**src/rtl/imem_loader_pkg.sv**
```systemverilog
// Shared types and constants for the boot-time instruction-memory loader.
package imem_loader_pkg;

  typedef enum logic [2:0] {
    IDLE,
    LEN_LO,
    LEN_HI,
    DATA,
    CHECK,
    DONE,
    ERR
  } state_t;

  localparam int unsigned LEN_BYTES = 2;
  localparam int unsigned CKSUM_W   = 8;

endpackage

```
**src/rtl/byte_word_packer.sv**
```systemverilog
// Packs a byte stream into 32-bit little-endian words; flags the 4th byte of each word.
module byte_word_packer (
  input  logic        clk,
  input  logic        rst,
  input  logic        clear,
  input  logic        byte_en,
  input  logic [7:0]  byte_data,
  output logic        word_complete,
  output logic [31:0] word
);

  logic [1:0]  cnt;
  logic [31:0] shreg;

  // Shift right so the first byte of a word ends up in bits [7:0].
  assign word          = {byte_data, shreg[31:8]};
  assign word_complete = byte_en && (cnt == 2'd3);

  always_ff @(posedge clk) begin
    if (!rst || clear) begin
      cnt   <= '0;
      shreg <= '0;
    end else if (byte_en) begin
      cnt   <= cnt + 2'd1;
      shreg <= word;
    end
  end

endmodule

```
**src/rtl/imem_loader.sv**
```systemverilog
// Loads a length-prefixed, XOR-checksummed byte stream into instruction memory
// and holds the CPU in reset until a verified image is present.
module imem_loader
  import imem_loader_pkg::*;
#(
  parameter int unsigned DEPTH_WORDS = 256,
  localparam int unsigned ADDR_W     = $clog2(DEPTH_WORDS)
) (
  input  logic              clk,
  input  logic              rst,
  input  logic              start,
  input  logic              byte_valid,
  input  logic [7:0]        byte_data,
  output logic              byte_ready,
  output logic              imem_we,
  output logic [ADDR_W-1:0] imem_addr,
  output logic [31:0]       imem_wdata,
  output logic              cpu_rst,
  output logic              busy,
  output logic              done,
  output logic              error,
  output logic [15:0]       words_loaded
);

  state_t             state;
  logic [15:0]        len;
  logic [CKSUM_W-1:0] acc;
  logic               xfer;
  logic               session_start;
  logic [15:0]        n_words;
  logic               word_complete;
  logic [31:0]        word;

  assign busy          = (state == LEN_LO) || (state == LEN_HI) ||
                         (state == DATA)   || (state == CHECK);
  assign byte_ready    = busy;
  assign xfer          = byte_valid && byte_ready;
  assign session_start = start && ((state == IDLE) || (state == DONE) || (state == ERR));
  assign n_words       = {byte_data, len[7:0]};

  byte_word_packer u_packer (
    .clk           (clk),
    .rst           (rst),
    .clear         (session_start),
    .byte_en       (xfer && (state == DATA)),
    .byte_data     (byte_data),
    .word_complete (word_complete),
    .word          (word)
  );

  always_ff @(posedge clk) begin
    if (!rst) begin
      state        <= IDLE;
      len          <= '0;
      acc          <= '0;
      imem_we      <= 1'b0;
      imem_addr    <= '0;
      imem_wdata   <= '0;
      cpu_rst      <= 1'b1;
      done         <= 1'b0;
      error        <= 1'b0;
      words_loaded <= '0;
    end else begin
      imem_we <= 1'b0;
      case (state)
        IDLE, DONE, ERR: begin
          if (start) begin
            state        <= LEN_LO;
            words_loaded <= '0;
            acc          <= '0;
            done         <= 1'b0;
            error        <= 1'b0;
            cpu_rst      <= 1'b1;
          end
        end
        LEN_LO: begin
          if (xfer) begin
            len[7:0] <= byte_data;
            state    <= LEN_HI;
          end
        end
        LEN_HI: begin
          if (xfer) begin
            len <= n_words;
            if (32'(n_words) > DEPTH_WORDS) begin
              state <= ERR;
              error <= 1'b1;
            end else if (n_words == 16'd0) begin
              state <= CHECK;
            end else begin
              state <= DATA;
            end
          end
        end
        DATA: begin
          if (xfer) begin
            acc <= acc ^ byte_data;
            if (word_complete) begin
              imem_we      <= 1'b1;
              imem_addr    <= words_loaded[ADDR_W-1:0];
              imem_wdata   <= word;
              words_loaded <= words_loaded + 16'd1;
              if (words_loaded + 16'd1 == len)
                state <= CHECK;
            end
          end
        end
        CHECK: begin
          if (xfer) begin
            if (byte_data == acc) begin
              state   <= DONE;
              done    <= 1'b1;
              cpu_rst <= 1'b0;
            end else begin
              state <= ERR;
              error <= 1'b1;
            end
          end
        end
        default: state <= IDLE;
      endcase
    end
  end

endmodule

```
**config.mk**
```make
export PLATFORM = sky130hd
export DESIGN_NAME = imem_loader
export DESIGN_NICKNAME = d
export VERILOG_FILES = /design/src/rtl/imem_loader_pkg.sv /design/src/rtl/byte_word_packer.sv /design/src/rtl/imem_loader.sv
export SDC_FILE = /design/constraint.sdc
export NUM_CORES = 1
export LEC_CHECK = 0
export CORE_MARGIN = 1
export CORE_UTILIZATION = 55
export DETAILED_ROUTE_END_ITERATION = 7
export PLACE_DENSITY = 0.9
export SLEW_MARGIN = 20
export SYNTH_ARGS = -nofsm -noshare
export SYNTH_HDL_FRONTEND = slang
export SYNTH_SLANG_ARGS = --single-unit
```
**constraint.sdc**
```tcl
create_clock -name clk -period 4.3 [get_ports clk]
set_clock_uncertainty 0.05 [all_clocks]
set_input_delay 0.86 -clock clk [delete_from_list [all_inputs] [get_ports clk]]
set_output_delay 0.86 -clock clk [all_outputs]
set_load 0.05 [all_outputs]
```
## After elaboration in Yosys (flattened, before gate mapping)

Index checks and enable logic that the tools add are counted.

| word-level totals | value |
|---|---|
| bits in registers | 121 |
| input port bits | 12 |
| logic and storage cells | 97 |

| cells by class | value |
|---|---|
| bitwise operators | 2 |
| reduce and logical (&&, ||, !) cells | 26 |
| muxes and demuxes | 34 |
| $add $sub $neg | 2 |
| equality and inequality tests | 19 |
| magnitude comparators | 1 |

Operator list:

| cell | count |
|---|---|
| two-way mux 16 bit | 3 |
| case mux 16 bit (2 select lines) | 1 |
| case mux 8 bit (2 select lines) | 2 |
| two-way mux 3 bit | 9 |
| two-way mux 8 bit | 3 |
| adder 16 x 1 -> 16 bit (second input constant) | 1 |
| == test 16 bit | 1 |
| > comparator 16 x 9 -> 1 bit (second input constant) | 1 |
| zero test 16 bit | 1 |
| case mux 3 bit (5 select lines) | 1 |
| inequality test 2 bit (second input constant) | 6 |
| AND reduction 3 bit | 4 |
| two-way mux 1 bit | 11 |
| == test 3 bit (second input constant) | 3 |
| == test 8 bit | 1 |
| inequality test 2 x 1 -> 1 bit (second input constant) | 4 |
| AND reduction 4 bit | 2 |
| bitwise XOR 8 bit | 1 |
| AND reduction 7 bit | 1 |
| == test 3 x 2 -> 1 bit (second input constant) | 2 |
| logical OR 1 bit | 6 |
| AND reduction 6 bit | 1 |
| logical AND 1 bit | 4 |
| case mux 1 bit (2 select lines) | 2 |
| other kinds (12) | 13 |

## Longest topological paths before layout

Gate-level depths: netlist of the first run.

| depth | value |
|---|---|
| depth in word-level cells | 10 |
| gate-level depth with buffers | 10 |
| depth with buffers taken out | 8 |

## Hierarchy

Synthesis of the first run repeated with hierarchy kept, for this count alone.

| unflattened totals | value |
|---|---|
| cells, all modules | 635 |
| area total of the unflattened synthesis | 5252.5 µm² |

By module, submodules not included:

| module | cells each | instances | area an instance (µm²) |
|---|---|---|---|
| imem_loader | 540 | 1 | 4205.3 |
| byte_word_packer | 95 | 1 | 1047.3 |

## Worst setup path before layout of the first run

Ideal clock, no wire load.

| path | value |
|---|---|
| kind | reg-to-output |
| start | reg state[0] |
| end | out byte_ready |
| stages on the path, launching flop included | 6 |
| path buffers | 3 |
| arrival | 1.987 ns |
| slack | 1.403 ns |
| data required time | 3.390 ns |
| cell sequence | dfxtp_1 -> buf_2 -> clkbuf_1 -> nor2_1 -> xnor2_1 -> buf_4 |

| on the way | value |
|---|---|
| cells in the longest elaborated chain, start to end | 4 |
| elaborated cells on any way between the ends | 7 |

RTL lines:

| item | line | text |
|---|---|---|
| start, declared | imem_loader.sv:25 | `state_t state;` |
| start signal, assigned | imem_loader.sv:53 | `state <= IDLE;` |
| start signal, assigned | imem_loader.sv:68 | `state <= LEN_LO;` |
| start signal, assigned | imem_loader.sv:79 | `state <= LEN_HI;` |
| == test 3 x 1 -> 1 bit or == test 3 x 2 -> 1 bit (tied branches) | imem_loader.sv:34 | `assign busy = (state == LEN_LO) \|\| (state == LEN_HI) \|\|` |
| logical OR 1 bit (2 in a row) | imem_loader.sv:34 |  |
| logical OR 1 bit * | imem_loader.sv:35 | `(state == DATA) \|\| (state == CHECK);` |
| end, declared | imem_loader.sv:14 | `output logic byte_ready,` |

Mark *: on every way between the ends. The rest lies on a longest branch, timed or not.

## Worst setup path after layout of the first run

| path | value |
|---|---|
| start | reg state[0] |
| end | out busy |

| on the way | value |
|---|---|
| cells in the longest elaborated chain, start to end | 4 |
| elaborated cells on any way between the ends | 7 |

RTL lines:

| item | line | text |
|---|---|---|
| == test 3 x 1 -> 1 bit or == test 3 x 2 -> 1 bit (tied branches) | imem_loader.sv:34 |  |
| logical OR 1 bit (2 in a row) | imem_loader.sv:34 |  |
| logical OR 1 bit * | imem_loader.sv:35 |  |
| end, declared | imem_loader.sv:19 | `output logic busy,` |

Marked as above.

==> out/metrics.yaml, run 1 <==
synthCells: 665
netlist_area_sq_um: 5180
synthMuxAreaShare_pct: 0.580
ys_seq_area_share_pct: 43.7
antenna_cells: 0
cts_root_buffer: "clkbuf_8"
synth.area.top_cells: "dfxtp_1 (44%), nand2_1 (14%), a21boi_0 (8.7%)"
yosysUniqueCellTypes: 47
yosysMostFrequentCell: "nand2_1"
synth_top_area_share_pct: 43.7
grt_pass1_vias: 4657
reg2reg_to: "u_packer.shreg[15]$_SDFFE_PP0P_"
synth_edf_count: 0
crit_cells: 3
numCtsBuffers: 17
holdCritPathClass: "reg2reg"
period_needed_ns: 3.22
wl_met2_um: 6730
dp_hpwl_um: 8640
yosys_warnings: 0
grt_setup_unrepaired: "false"
ctsHoldBuffers: 0
synth_top_family_by_area: "simple AND/OR/NAND/NOR gates"
power_leakage_nw: 2.25
max_stage_delay_ns: 0.83
hold_viol_final: 0
cap_violations: 0
met3_length_um: 835
top_layer: "met4"
avgViaCountPerCell: 5.74
syn_to_final_growth_pct: 25.2
htree_levels: 4
grt-ovfl-total: 0
p_per_area_nw_per_um2: 477
final_nets: 728
path_max_fanout: 18
critPathKind: "reg2out"
start_util_pct: 56.3
drive_gt1_share_pct: 6.05
synth-compound-area-share_pct: 19.3
fin_util_pct: 70.5
cts.clk_slew.worst_paths_ns: 0.06
ios: 74
cts_setup_buffers: 0
hold_depth: 2
rows: 35
fmax_mhz: 311
critPathSlowestCell: "clkdlybuf4s50_1"
r2r_start: "state[1]$_SDFFE_PN0P_"
synth-simple-area-share_pct: 25.3
yosysTopAreaCell: "dfxtp_1"
post_cts_resized: 0
routedWlPerCell_um: 15.8
track_usage_pct: 28.3
avgSynthCellArea_sq_um: 7.79
port_buffers: 73
crit_path_end: "busy"
crit_chain: "nor2_1, xnor2_1, clkdlybuf4s50_1"
rrSetupSlack_ns: 1.54
die_x_um: 99.0
critPathBufInv: 1
synth-xor-area-share_pct: 6.09
cp.arrival_ns: 2.31
ys.flop_type: "dfxtp_1"
drtAntennaViolNets: 0
core_area_sq_um: 9200
ir_drop_v: 0.000292
grt_antenna_before_repair: 0
fin_crit_sh_pct: 74.8
synthAdderAreaFrac_pct: 0.483
die_area_sq_um: 9810
fin_ws_ns: 1.08
mappedNetlistNets: 679
crit_family: "buffers and inverters"
max_slew_margin_pct: 36.0
cts_tree: "done"
clk_latency_ns: 0.52
cp-end-kind: "output port"
drt-pass1-iter-count: 5
worst_pin_slew_ns: 0.957
final-setup-viol-count: 0
required_ns: 3.39
fin_setup_tns_ns: 0
gp_congestion: 0.918
met1_length_um: 5410
synth_commonest_cells: "nand2_1 (197), dfxtp_1 (113), a21boi_0 (60), a21oi_1 (47), o21ai_0 (36)"
place_ws_ns: 1.03
cp-start-kind: "flop"
cts_max_path_buffers: 2
cts_sinks: 113
crit_start: "state[0]$_SDFFE_PN0P_"
grt_max_degree: 89
num_vias: 4808
drc: 0
worstRegToRegCells: 5
die_h_um: 99.0
status: "complete, no violations"
maxSlewViolCount: 0
grt_pass1_wl_um: 21800
synthArstFlopShare_pct: 0
routed_wirelength_um: 13200
ys_seq_elements: 113
drtIter0Drc: 334
## through the flow
step / hold WS, ns / std cells / total power, W / cell area (sq um)
after floorplan: 0.387 / 665 / 0.00159 / 5180
after global placement: 0.395 / 806 / 0.00170 / 5900
after detailed placement: 0.399 / 806 / 0.00172 / 5900
after CTS: 0.416 / 838 / 0.00308 / 6480
after global routing: 0.440 / 838 / 0.00320 / 6480
final: 0.413 / 838 / 0.00309 / 6480
## worst min-delay path, cell delays in order, from the launching register on
cell and delay, ns:
dfxtp_1 0.31, nand2_1 0.05, a21oi_1 0.05
## how the worst min path moves through the flow
stage,from,to
finish,u_packer.shreg[14]$_SDFFE_PP0P_,u_packer.shreg[14]$_SDFFE_PP0P_
global route,u_packer.shreg[14]$_SDFFE_PP0P_,u_packer.shreg[14]$_SDFFE_PP0P_
CTS,u_packer.shreg[11]$_SDFFE_PP0P_,u_packer.shreg[11]$_SDFFE_PP0P_
detailed placement,u_packer.shreg[10]$_SDFFE_PP0P_,u_packer.shreg[10]$_SDFFE_PP0P_
global placement,u_packer.cnt[1]$_SDFFE_PP0P_,u_packer.cnt[1]$_SDFFE_PP0P_
floorplan,u_packer.shreg[10]$_SDFFE_PP0P_,u_packer.shreg[10]$_SDFFE_PP0P_
## final cells by class
class / count / area, sq um
sequential: 113 / 2260
timing repair buffer: 78 / 776
multi-input combinational: 496 / 2690
inverter: 8 / 30.0
clock buffer: 19 / 422
fill: 673 / 2710
clock inverter: 13 / 164
tap: 111 / 139
## cells by family after synthesis
logic type      count (synthesis)
xor+xnor                       36
flops                         113
fa+ha+maj                       2
simple gates                  295
mux                             3
buf+inv                        56
compound gates                160
## registers in the layout, summed over array words and instances, names as in the netlist
name            cells
imem_we             1
u_packer.cnt        2
words_loaded       16
u_packer.shreg     24
imem_addr           8
imem_wdata         32
done                1
acc                 8
error               1
len                16
state               3
cpu_rst             1
## per-layer routing
metal | vias up | global-route usage [%]
li1 | 2326 | -
met1 | 2262 | 32.9
met2 | 195 | 49.6
met3 | 25 | 7.45
met4 | 0 | 11.0
met5 | - | 0
## power breakdown
| group | total, W | switching, W | internal (W) |
|---|---|---|---|
| Sequential | 0.00115 | 0.0000594 | 0.00109 |
| Combinational | 0.000566 | 0.000376 | 0.000190 |
| Clock | 0.00138 | 0.000497 | 0.000882 |
## cells in the final DEF (no fill, tap or decap), types with 2 or more instances in the layout
cell             Yosys  final
nand2_1            197    196
dfxtp_1            113    113
clkdlybuf4s50_1      0     72
a21boi_0            60     60
a21oi_1             47     47
o21ai_0             36     36
nor2_1              23     23
xnor2_1             18     18
xor2_1              18     18
nor2b_1             16     16
clkbuf_16            0     16
nor3_1              15     14
nand3_1             10     10
inv_1                8      8
and2_1               8      8
nor4_1               8      8
clkinv_4             0      5
a31oi_1              4      4
buf_4                2      4
mux2i_1              3      3
clkinv_2             0      3
bufinv_16            0      3
nor3_2               1      2
and4_1               2      2
or3_1                2      2
nand4_1              2      2
a22oi_1              2      2
and3_1               2      2
ha_1                 2      2
clkinvlp_4           0      2
clkbuf_1            29      2
(Power assumes the default switching activity.)
==> run 2, diff against run 1 <==
--- a/config.mk
+++ b/config.mk
@@ -6,9 +6,9 @@
 export NUM_CORES = 1
 export LEC_CHECK = 0
 export CORE_MARGIN = 1
-export CORE_UTILIZATION = 55
+export CORE_UTILIZATION = 54
 export DETAILED_ROUTE_END_ITERATION = 7
-export PLACE_DENSITY = 0.9
+export PLACE_DENSITY = 0.89
 export SLEW_MARGIN = 20
 export SYNTH_ARGS = -nofsm -noshare
 export SYNTH_HDL_FRONTEND = slang
==> constraint.sdc (replaced) <==
create_clock -name clk -period 3.3 [get_ports clk]
set_clock_uncertainty 0.05 [all_clocks]
set_input_delay 0.66 -clock clk [delete_from_list [all_inputs] [get_ports clk]]
set_output_delay 0.66 -clock clk [all_outputs]
set_load 0.05 [all_outputs]
==> run 2 against run 1 <==
  * Core utilization is 0.39 points higher
  * Design area is 1.5% higher
  * Non-clock buffer count is 9 higher
  * Sequential share of layout area is 0.52 points lower
  * Combinational power is 32% higher
  * Total power is 31% higher
  * Highest routed layer unchanged
  * Register-to-register slack worse by 0.94 ns
  * Die area is 1.8% higher
  * Sequential power is 30% higher
==> out/metrics.yaml, run 2 (same netlist as run 1, synthesis figures left out) <==
r2r_start: "state[1]$_SDFFE_PN0P_"  # unchanged
post_cts_resized: 0  # unchanged
fin_util_pct: 70.9  # was 70.5%
dp_hpwl_um: 8730  # was 8640 um
reg2reg_to: "u_packer.shreg[20]$_SDFFE_PP0P_"  # was u_packer.shreg[15]$_SDFFE_PP0P_
core_area_sq_um: 9280  # was 9200 sq um
fmax_mhz: 328
cp-start-kind: "flop"  # unchanged
cap_violations: 0  # unchanged
rows: 35  # unchanged
min-delay-start: "u_packer.shreg[13]$_SDFFE_PP0P_"  # was u_packer.shreg[14]$_SDFFE_PP0P_
fin_setup_tns_ns: 0  # unchanged
regMostFlops: "imem_wdata"  # unchanged
cts_max_path_buffers: 2  # unchanged
maxSlewViolCount: 0  # unchanged
syn_to_final_growth_pct: 27.1  # was 25.2%
routed_wirelength_um: 13500  # was 13200 um
holdCritPathClass: "reg2reg"  # unchanged
avgViaCountPerCell: 5.74  # about the same
grt_pass1_vias: 4594  # was 4657
layout_common_cells: "nand2_1 (196), dfxtp_1 (113), clkdlybuf4s50_1 (72)"  # unchanged
max_slew_margin_pct: 43.5  # was 36.0%
cts_tree: "done"  # unchanged
dp.cells: 833  # was 806
start_util_pct: 55.8  # was 56.3%
path_max_fanout: 18  # unchanged
p_per_area_nw_per_um2: 615  # was 477 nW/um^2
cp-end-kind: "output port"  # unchanged
drtIter0Drc: 349  # was 334
port_buffers: 73  # unchanged
clkPwrFrac_pct: 44.6  # about the same
status: "complete, no violations"  # unchanged
drtAntennaViolNets: 0  # unchanged
p_switching_w: 0.00125  # was 0.000932 W
fin_cells: 865  # was 838
drive_gt1_share_pct: 7.47  # was 6.05%
gp_congestion: 0.892  # was 0.918
die_h_um: 99.9  # was 99.0 um
rrSetupSlack_ns: 0.60  # was 1.54 ns
grt-ovfl-total: 0  # unchanged
largest_register_ffs: 32  # unchanged
top_regs: "imem_wdata: 32 flops, u_packer.shreg: 24 flops"  # unchanged
track_usage_pct: 27.8  # was 28.3%
numCtsBuffers: 17  # unchanged
grt_pass1_wl_um: 21800  # about the same
seqPwrFrac_pct: 37.0  # was 37.1%
final_common_cell: "nand2_1"  # unchanged
cts_sinks: 113  # unchanged
clk_latency_ns: 0.52  # about the same
grt_antenna_before_repair: 0  # unchanged
cp.arrival_ns: 2.34  # was 2.31 ns
place_ws_ns: 0.286  # was 1.03 ns
ir_drop_v: 0.000326  # was 0.000292 V
worst_pin_slew_ns: 0.845  # was 0.957 ns
fin_crit_sh_pct: 92.4
ios: 74  # unchanged
drc: 0  # unchanged
htree_levels: 4  # unchanged
cts_root_buffer: "clkbuf_8"  # unchanged
p_int_w: 0.00280  # was 0.00216 W
p_total_w: 0.00405  # was 0.00309 W
grt_max_degree: 89  # unchanged
critPathKind: "reg2out"  # unchanged
num_vias: 4968  # was 4808
hold_viol_final: 0  # unchanged
crit_start: "state[0]$_SDFFE_PN0P_"  # unchanged
antenna_cells: 0  # unchanged
die_area_sq_um: 9990  # was 9810 sq um
ctsHoldBuffers: 0  # unchanged
comb_power_share_pct: 18.4  # was 18.3%
cts.clk_slew.worst_paths_ns: 0.06  # about the same
die_x_um: 99.9  # was 99.0 um
cts_setup_buffers: 0  # unchanged
routedWlPerCell_um: 15.6  # was 15.8 um
fin_ws_ns: 0.252  # was 1.08 ns
worstRegToRegCells: 5  # unchanged
switching_share_pct: 30.9  # was 30.1%
crit_path_end: "byte_ready"  # was busy
drt-pass1-iter-count: 5  # unchanged
final_nets: 737  # was 728
power_leakage_nw: 2.29  # was 2.25 nW
grt_setup_unrepaired: "false"  # unchanged
required_ns: 2.59  # was 3.39 ns
final-setup-viol-count: 0  # unchanged
period_needed_ns: 3.05
-- run 2: cell types whose count changed in the layout (fill, tap and decap cells not counted) --
cell        change
clkbuf_1        -2
bufinv_16       -1
clkinv_2        -3
clkinvlp_4      +2
inv_6           +4
buf_4           +9
clkbuf_8        +2
clkinv_4        -2
-- run 2: area by class of cell --
| cell class | instances | area, sq um |
|---|---|---|
| Sequential cell | 113 | 2260 |
| Fill cell | 678 | 2700 |
| Tap cell | 129 | 161 |
| Clock inverter | 13 | 151 |
| Multi-Input combinational cell | 496 | 2690 |
| Inverter | 8 | 30.0 |
| Clock buffer | 19 | 442 |
| Timing Repair Buffer | 87 | 843 |
-- run 2: worst min path at each step --
stage,to,slack (ns),cells after the start
finish,u_packer.shreg[13]$_SDFFE_PP0P_,0.41,2
global placement,u_packer.cnt[1]$_SDFFE_PP0P_,0.39,2
CTS,u_packer.shreg[13]$_SDFFE_PP0P_,0.41,2
global route,u_packer.shreg[11]$_SDFFE_PP0P_,0.43,2
floorplan,u_packer.shreg[10]$_SDFFE_PP0P_,0.39,2
detailed placement,u_packer.shreg[14]$_SDFFE_PP0P_,0.40,2
-- run 2: power groups by stage --
stage	clock network [W]	logic, W	registers, W
5_1_grt	0.00188	0.000807	0.00151
6_report	0.00181	0.000745	0.00150
3_5_place_dp	0	0.000726	0.00152
4_1_cts	0.00182	0.000733	0.00149
3_3_place_gp	0	0.000707	0.00152
2_1_floorplan	0	0.000554	0.00151
-- run 2: through the flow --
stage	hold WS (ns)	instance area, sq um
2_1_floorplan	0.387	5180
3_3_place_gp	0.395	5990
3_5_place_dp	0.397	5990
4_1_cts	0.407	6580
5_1_grt	0.430	6580
6_report	0.411	6580
-- run 2: worst max-delay path: stages (launching register included) --
cell	delay, ns
dfxtp_1	0.67
nor2_1	0.13
xnor2_1	0.19
clkdlybuf4s50_1	0.83
-- run 2: routing by layer --
layer	vias up	GRT usage, %	routed length [um]
li1	2338	-	-
met1	2359	32.7	5690
met2	227	47.0	6600
met3	44	6.75	787
met4	0	14.7	451
met5	-	0	0
==> run 3, diff against run 2 <==
--- a/config.mk
+++ b/config.mk
@@ -6,9 +6,11 @@
 export NUM_CORES = 1
 export LEC_CHECK = 0
 export CORE_MARGIN = 1
-export CORE_UTILIZATION = 54
+export CORE_UTILIZATION = 55
+export CTS_BUF_LIST = sky130_fd_sc_hd__clkbuf_2 sky130_fd_sc_hd__clkbuf_4 sky130_fd_sc_hd__clkbuf_8
 export DETAILED_ROUTE_END_ITERATION = 7
-export PLACE_DENSITY = 0.89
+export GPL_ROUTABILITY_DRIVEN = 0
+export PLACE_DENSITY = 0.9
 export SLEW_MARGIN = 20
 export SYNTH_ARGS = -nofsm -noshare
 export SYNTH_HDL_FRONTEND = slang
==> run 3 against run 2 <==
  * Final cell count decreased by 2.1%
  * Critical path depth stayed put
  * First-iteration DRC count fell by 7.2%
  * Total power is 9.8% lower
  * Worst hold slack better by 0.00061 ns
  * Core utilization down 1.5 points
  * Combinational power about the same
  * Sequential power is essentially flat
  * Largest cell class unchanged
  * Largest power group is now sequential cells
==> out/metrics.yaml, run 3 (same netlist as run 1, synthesis figures left out) <==
status: "complete, no violations"  # unchanged
fin_crit_sh_pct: 88.6  # was 92.4%
cts_max_path_buffers: 2  # unchanged
fin_setup_tns_ns: 0  # unchanged
cts_setup_buffers: 0  # unchanged
path_max_fanout: 18  # unchanged
crit_family: "buffers and inverters"  # unchanged
routed_wirelength_um: 13000  # was 13500 um
cp.arrival_ns: 2.21  # was 2.34 ns
grt_pass1_vias: 4645  # was 4594
power_leakage_nw: 2.23  # was 2.29 nW
grt_setup_unrepaired: "false"  # unchanged
wl_met2_um: 6410  # was 6600 um
drtIter0Drc: 324  # was 349
cap_violations: 0  # unchanged
ir_drop_v: 0.000325  # was 0.000326 V
worst_pin_slew_ns: 0.845  # about the same
final_nets: 737  # unchanged
antenna_cells: 0  # unchanged
place_ws_ns: 0.124  # was 0.286 ns
drtAntennaViolNets: 0  # unchanged
cts_sinks: 113  # unchanged
top_regs: "imem_wdata: 32 flops, u_packer.shreg: 24 flops"  # unchanged
cp-end-kind: "output port"  # unchanged
drc: 0  # unchanged
ios: 74  # unchanged
htree_levels: 4  # unchanged
routedWlPerCell_um: 15.4  # was 15.6 um
ctsHoldBuffers: 0  # unchanged
port_buffers: 73  # unchanged
layout_common_cells: "nand2_1 (196), dfxtp_1 (113), clkdlybuf4s50_1 (72)"  # unchanged
required_ns: 2.59  # about the same
hold_viol_final: 0  # unchanged
grt_max_degree: 89  # unchanged
final_common_cell: "nand2_1"  # unchanged
top_layer: "met4"  # unchanged
maxSlewViolCount: 0  # unchanged
core_area_sq_um: 9200  # was 9280 sq um
rows: 35  # unchanged
cp-start-kind: "flop"  # unchanged
num_vias: 4873  # was 4968
fin_ws_ns: 0.376  # was 0.252 ns
drive_gt1_share_pct: 7.47  # unchanged
numCtsBuffers: 17  # unchanged
die_area_sq_um: 9810  # was 9990 sq um
avgViaCountPerCell: 5.75  # was 5.74
cts_root_buffer: "clkbuf_8"  # unchanged
p_per_area_nw_per_um2: 572  # was 615 nW/um^2
fmax_mhz: 342  # was 328 MHz
max_slew_margin_pct: 43.5  # about the same
largest_register_ffs: 32  # unchanged
met3_length_um: 826  # was 787 um
met1_length_um: 5390  # was 5690 um
crit_chain: "nor2_1, xnor2_1, clkdlybuf4s50_1"  # unchanged
grt_antenna_before_repair: 0  # unchanged
critPathBufInv: 1  # unchanged
critPathKind: "reg2out"  # unchanged
max_stage_delay_ns: 0.83  # about the same
die_h_um: 99.0  # was 99.9 um
die_x_um: 99.0  # was 99.9 um
period_needed_ns: 2.92  # was 3.05 ns
cts_tree: "done"  # unchanged
dp_hpwl_um: 8590  # was 8730 um
track_usage_pct: 27.8  # about the same
regMostFlops: "imem_wdata"  # unchanged
grt_pass1_wl_um: 21600  # was 21800 um
grt-ovfl-total: 0  # unchanged
post_cts_resized: 0  # unchanged
cts.clk_slew.worst_paths_ns: 0.08  # was 0.06 ns
final-setup-viol-count: 0  # unchanged
syn_to_final_growth_pct: 23.2  # was 27.1%
clk_latency_ns: 0.44  # was 0.52 ns
holdCritPathClass: "reg2reg"  # unchanged
critPathSlowestCell: "clkdlybuf4s50_1"  # unchanged
drt-pass1-iter-count: 5  # unchanged
start_util_pct: 56.3  # was 55.8%
run 3: changes by cell type in the layout (fill, tap and decap cells not counted):
cell,before,now
clkinv_4,3,1
clkinv_2,0,1
buf_4,13,14
buf_12,1,0
clkinvlp_4,4,1
clkbuf_8,3,17
inv_8,0,1
inv_6,4,8
bufinv_16,2,3
clkbuf_16,16,0
run 3: area by class of cell:
| type | count | area, sq um |
|---|---|---|
| Clock inverter | 15 | 193 |
| Tap cell | 111 | 139 |
| Multi-Input combinational cell | 496 | 2690 |
| Clock buffer | 17 | 234 |
| Sequential cell | 113 | 2260 |
| Fill cell | 700 | 2820 |
| Inverter | 8 | 30.0 |
| Timing Repair Buffer | 87 | 831 |
run 3: stage by stage:
step	instance area (sq um)	std cells	total power (W)	hold slack (ns)	util (%)
after floorplan	5180	665	0.00207	0.387	-
after global placement	5950	815	0.00222	0.396	64.7
after CTS	6380	847	0.00364	0.410	69.4
final	6380	847	0.00365	0.411	69.4
after detailed placement	5950	815	0.00225	0.398	64.7
after global routing	6380	847	0.00380	0.436	69.4
run 3: path summary, 6_finish.rpt:
path	startpoint	to	slack, ns	depth (start not counted)
setup / recovery	state[0]$_SDFFE_PN0P_	byte_ready	0.38	3
hold / removal	u_packer.shreg[14]$_SDFFE_PP0P_	u_packer.shreg[14]$_SDFFE_PP0P_	0.41	2
setup reg to reg	state[0]$_SDFFE_PN0P_	state[0]$_SDFFE_PN0P_	0.60	7
hold reg to reg	u_packer.shreg[14]$_SDFFE_PP0P_	u_packer.shreg[14]$_SDFFE_PP0P_	0.41	2
run 3: report_power, final:
group	switching (W)	leakage (nW)	total (W)	internal (W)
combinational	0.000493	1.10	0.000748	0.000254
clock	0.000642	0.215	0.00141	0.000770
sequential	0.0000762	0.912	0.00149	0.00142
total	0.00121	2.23	0.00365	0.00244
run 3: worst reg2reg max path, delay by kind of cell (launching register included):
kind | cells | cell delay (ns)
AOI/OAI and AO/OA | 4 | 1.05
DFF | 1 | 0.65
and+or+nand+nor | 1 | 0.40
buffers and inverters | 1 | 0.27
muxes | 1 | 0.21
run 3: layer usage:
layer | vias to the layer above | track usage, %
met3 | 43 | 7.23
li1 | 2342 | -
met1 | 2279 | 32.5
met2 | 209 | 46.9
met5 | - | 0
met4 | 0 | 14.5
